$ cat config.mk
export PLATFORM = sky130hd
export DESIGN_NAME = sound_in
export DESIGN_NICKNAME = d
export VERILOG_FILES = /design/src/rtl/sound_in.sv
export SDC_FILE = /design/constraint.sdc
export NUM_CORES = 1
export LEC_CHECK = 0
export BUFFER_PORTS_ARGS = -buffer_cell sky130_fd_sc_hd__clkbuf_2
export CORE_AREA = 2 2 53 68
export CTS_CLUSTER_SIZE = 28
export DETAILED_ROUTE_END_ITERATION = 10
export DIE_AREA = 0 0 55 70
export HOLD_SLACK_MARGIN = 0.02
export SLEW_MARGIN = 20
export SYNTH_ARGS = -nofsm -noshare
export SYNTH_HDL_FRONTEND = slang
export SYNTH_SLANG_ARGS = --single-unit
$ cat constraint.sdc
create_clock -name clk -period 1.88 [get_ports clk]
set_input_delay 0.376 -clock clk [delete_from_list [all_inputs] [get_ports clk]]
set_output_delay 0.376 -clock clk [all_outputs]
set_load 0.01 [all_outputs]
$ cat src/rtl/sound_in.sv
// Sigma-delta receive path: synchronizes the comparator, feeds it back to the RC
// network, decimates the bit stream to 8-bit PCM and derives a hysteresis tape bit.
module sound_in #(
  parameter int unsigned DEC_LOG2 = 8,
  parameter int unsigned HYST     = 16
) (
  input  logic       clk,
  input  logic       reset,
  input  logic       cmp_in,
  output logic       fb_out,
  output logic [7:0] sample,
  output logic       sample_stb,
  output logic       sample_new,
  input  logic       sample_rd,
  output logic       overrun,
  output logic       tape_bit
);

  localparam logic [8:0] TH_HI = 9'(128 + HYST);
  localparam logic [8:0] TH_LO = 9'(128 - HYST);

  logic                sync1;
  logic                cmp_s;
  logic [DEC_LOG2-1:0] win;
  logic [DEC_LOG2:0]   ones;
  logic [DEC_LOG2:0]   total;
  logic [DEC_LOG2-1:0] sat;
  logic [7:0]          next_sample;
  logic                last;

  // A full window of ones reaches 2^DEC_LOG2; clamp so it reads 0xFF, not 0x00.
  always_comb begin
    last        = &win;
    total       = ones + {{DEC_LOG2{1'b0}}, fb_out};
    sat         = total[DEC_LOG2] ? '1 : total[DEC_LOG2-1:0];
    next_sample = sat[DEC_LOG2-1 -: 8];
  end

  always_ff @(posedge clk) begin
    if (reset) begin
      sync1      <= 1'b0;
      cmp_s      <= 1'b0;
      fb_out     <= 1'b0;
      win        <= '0;
      ones       <= '0;
      sample     <= '0;
      sample_stb <= 1'b0;
      sample_new <= 1'b0;
      overrun    <= 1'b0;
      tape_bit   <= 1'b0;
    end else begin
      sync1      <= cmp_in;
      cmp_s      <= sync1;
      fb_out     <= cmp_s;
      win        <= win + 1'b1;
      sample_stb <= last;

      if (last) begin
        ones   <= '0;
        sample <= next_sample;
        if ({1'b0, next_sample} >= TH_HI)
          tape_bit <= 1'b1;
        else if ({1'b0, next_sample} < TH_LO)
          tape_bit <= 1'b0;
      end else begin
        ones <= total;
      end

      // A read landing on the strobe edge consumes the old sample, so no overrun.
      if (last) begin
        sample_new <= 1'b1;
        overrun    <= sample_rd ? 1'b0 : (overrun | sample_new);
      end else if (sample_rd) begin
        sample_new <= 1'b0;
        overrun    <= 1'b0;
      end
    end
  end

endmodule

==> results.md <==
- Status: complete, no violations
- Residual DRC: 0
- Net Count, Synth: ~150
- CTS tree: built
- Maximum vdd drop: 0.464 mV
- ANT cells: 0
- Library cells used by synthesis: 35
- Gate power share: 0.026
- Slew Limit Headroom: 0.742
- Clock Latency Late Sink: 0.28 ns
- Post-route cell area: 1630 um2
- Leading area contributor after synthesis: dfxtp_1
- Max Clk Rate: 0.574 GHz
- Sw Share: 0.221
- Crit path max fanout: 3
- TritonCTS Buffers: 5
- Synth top area share: 0.463
- Internal Power: ~1000 uW
- Flops & latches, synth: 32
- Initial DRC count: 6
- Tot Pwr: 1.28 mW
- Arrival @ worst endpoint: 1.94 ns
- Routed vias: 1029
- Clock sinks: 32
- IO buf count: 16
- Max-cap violations: 0
- Antenna viol nets, final: 0
- Std-Cell Rows: 24
- Max-slew violations: 0
- Gr usage total: 0.153
- Post-CTS Resized: 0
- Period utilization: 0.926
- Fraction of registers with async set/reset: 0
- Psw: between 200 and 300 uW
- Largest net degree at the start of global routing: 14
- HP Class: input pin to register
- Sequential share of power: 0.541
- Total die area: about 3900 um2
- Fin. Hold Viols: 0
- Chip width: 55 um
- Setup Buffers After CTS: 0
- Required @ worst endpoint: between 2 and 2.5 ns
- Skew final: between 0.002 and 0.003 ns
- Synth area leaders: dfxtp_1, nor2_1, a211oi_2, xor2_1, xnor2_1
- Hold Slack: 0.260 ns
- Critical Setup Path Class: register to register
- Layout cells sized above 1: 0.299
- RePlAce Congestion: 0.770
- Leakage: 0.627 nW
- CP endpoint kind: register
- WL per Instance: about 12 um
- First-pass GRT wire length: 4230 um
- H-tree levels: 2
- Cell count after synthesis: 141
- Hold-fix buffers at CTS: 0
- Pwr/cell area: 786 nW/um2
- Final Instance Count excl. Fillers: about 200
- Maximum root-to-sink buffer count: 2
- Core area: 3300 um2
- Vias in the first global route: approximately 1000
- Worst-path clk slew: 0.07 ns
- CP Launch Type: register
- Final min period: 1.74 ns
- Initial antenna violation count: 0
- Clock share of power: 0.433
- Yosys Warn Count: 0
- Slew @ Worst Pin: 0.388 ns
- Post-Syn Area per Cell: 9.82 um2
- Area Growth Syn to Fin: 17.3%
- Setup TNS Final: 0 ns
- Post-synth EDFFs: 0
- RSZ-0062 raised after global routing: no
- Placed Instance Area: 1510 um2
- Vias per cell: a little over 5
- Synth Flop Type: dfxtp_1
- Drt first pass iters: 3
- Setup WS pre-CTS: 0.111 ns
- Worst setup margin: 0.138 ns
- Placed Instances: 195
- Hpwl dp: between 1500 and 2000 um
- Nets: 170
- Setup violations, final: 0
- Total gr overflow: 0
- Register area share after synthesis: 0.463
- Initial core utilization: 0.419
- Root Driver: clkbuf_8
- Fin util: 0.492
- IO Count: 17
- Die Ht: 70 um
- Total wire length: 2510 um
- Synthesized area: 1390 um2
[cell usage after synthesis, types with 2 or more instances]
master    number
and4_1         2
nor2_1        25
a21oi_1        5
nand3_2        2
dfxtp_1       32
nor2b_1        6
a211oi_2       6
nand2_1        7
ha_1           3
nand4_1        4
xor2_1         8
xnor2_1        6
nand3_1        4
nand2b_1       2
nor3b_1        3
and4_4         3
buf_4          2
inv_1          3
buf_6          2
[flip-flops by register name, summed over array words and instances, names as in the netlist]
signal	flops
overrun	1
cmp_s	1
sync1	1
win	8
sample_stb	1
sample_new	1
fb_out	1
ones	9
tape_bit	1
sample	8
[layer usage]
| metal | routed length, um | track usage | up-vias |
|---|---|---|---|
| met4 | 62 | 0.0867 | 0 |
| met3 | 100 | 0.0556 | 6 |
| met2 | 1280 | 0.235 | 18 |
| met1 | 1070 | 0.177 | 484 |
| li1 | - | - | 521 |
| met5 | 0 | 0 | - |
[worst paths after layout]
check	start	to	slack, ns	cells past startpoint
setup / recovery	fb_out$_SDFF_PP0_	tape_bit$_SDFFE_PP0P_	0.14	6
hold / removal	sample_rd	overrun$_SDFFE_PP0P_	0.26	2
setup reg to reg	fb_out$_SDFF_PP0_	tape_bit$_SDFFE_PP0P_	0.14	6
hold reg to reg	win[0]$_SDFF_PP0_	win[0]$_SDFF_PP0_	0.44	1
[cell families after synthesis]
family          synth area share
mux                      0.00723
flops                      0.463
compound gates             0.103
xor+xnor                   0.100
simple gates               0.256
fa+ha+maj                 0.0271
buf+inv                   0.0443
[layout by cell type, fill, tap and decap left out, drive strengths merged, types with 3 or more instances in the layout]
| cell | count |
|---|---|
| nand4 | 5 |
| a21oi | 5 |
| nor3b | 3 |
| buf | 6 |
| a211oi | 6 |
| nor2 | 26 |
| nand2 | 7 |
| dfxtp | 32 |
| and4 | 5 |
| clkbuf | 22 |
| xor2 | 8 |
| nor2b | 6 |
| inv | 3 |
| ha | 3 |
| xnor2 | 7 |
| nand3 | 6 |
[critical path, cell delays in order (launching register included)]
cell,delay [ns]
dfxtp_1,0.34
ha_1,0.20
and4_4,0.26
and4_4,0.27
mux2i_4,0.25
a31oi_1,0.12
a221oi_2,0.23
[power by group through the flow]
stage / clock [mW] / sequential (mW) / combinational, mW
2_1_floorplan: 0 / 0.706 / 0.0233
3_3_place_gp: 0 / 0.706 / 0.0330
3_5_place_dp: 0 / 0.707 / 0.0338
4_1_cts: 0.571 / 0.692 / 0.0339
5_1_grt: 0.597 / 0.693 / 0.0367
6_report: 0.553 / 0.692 / 0.0330
[cell type report]
cell class                 instances  area, um2
multi-input combinational         99        702
clock inverter                     2       15.0
clock buffer                       6       82.6
fill                             320       1680
inverter                           3       11.3
sequential                        32        641
tap                               39       48.8
timing repair buffer              22        125
Power figures use the tool's default switching activity.
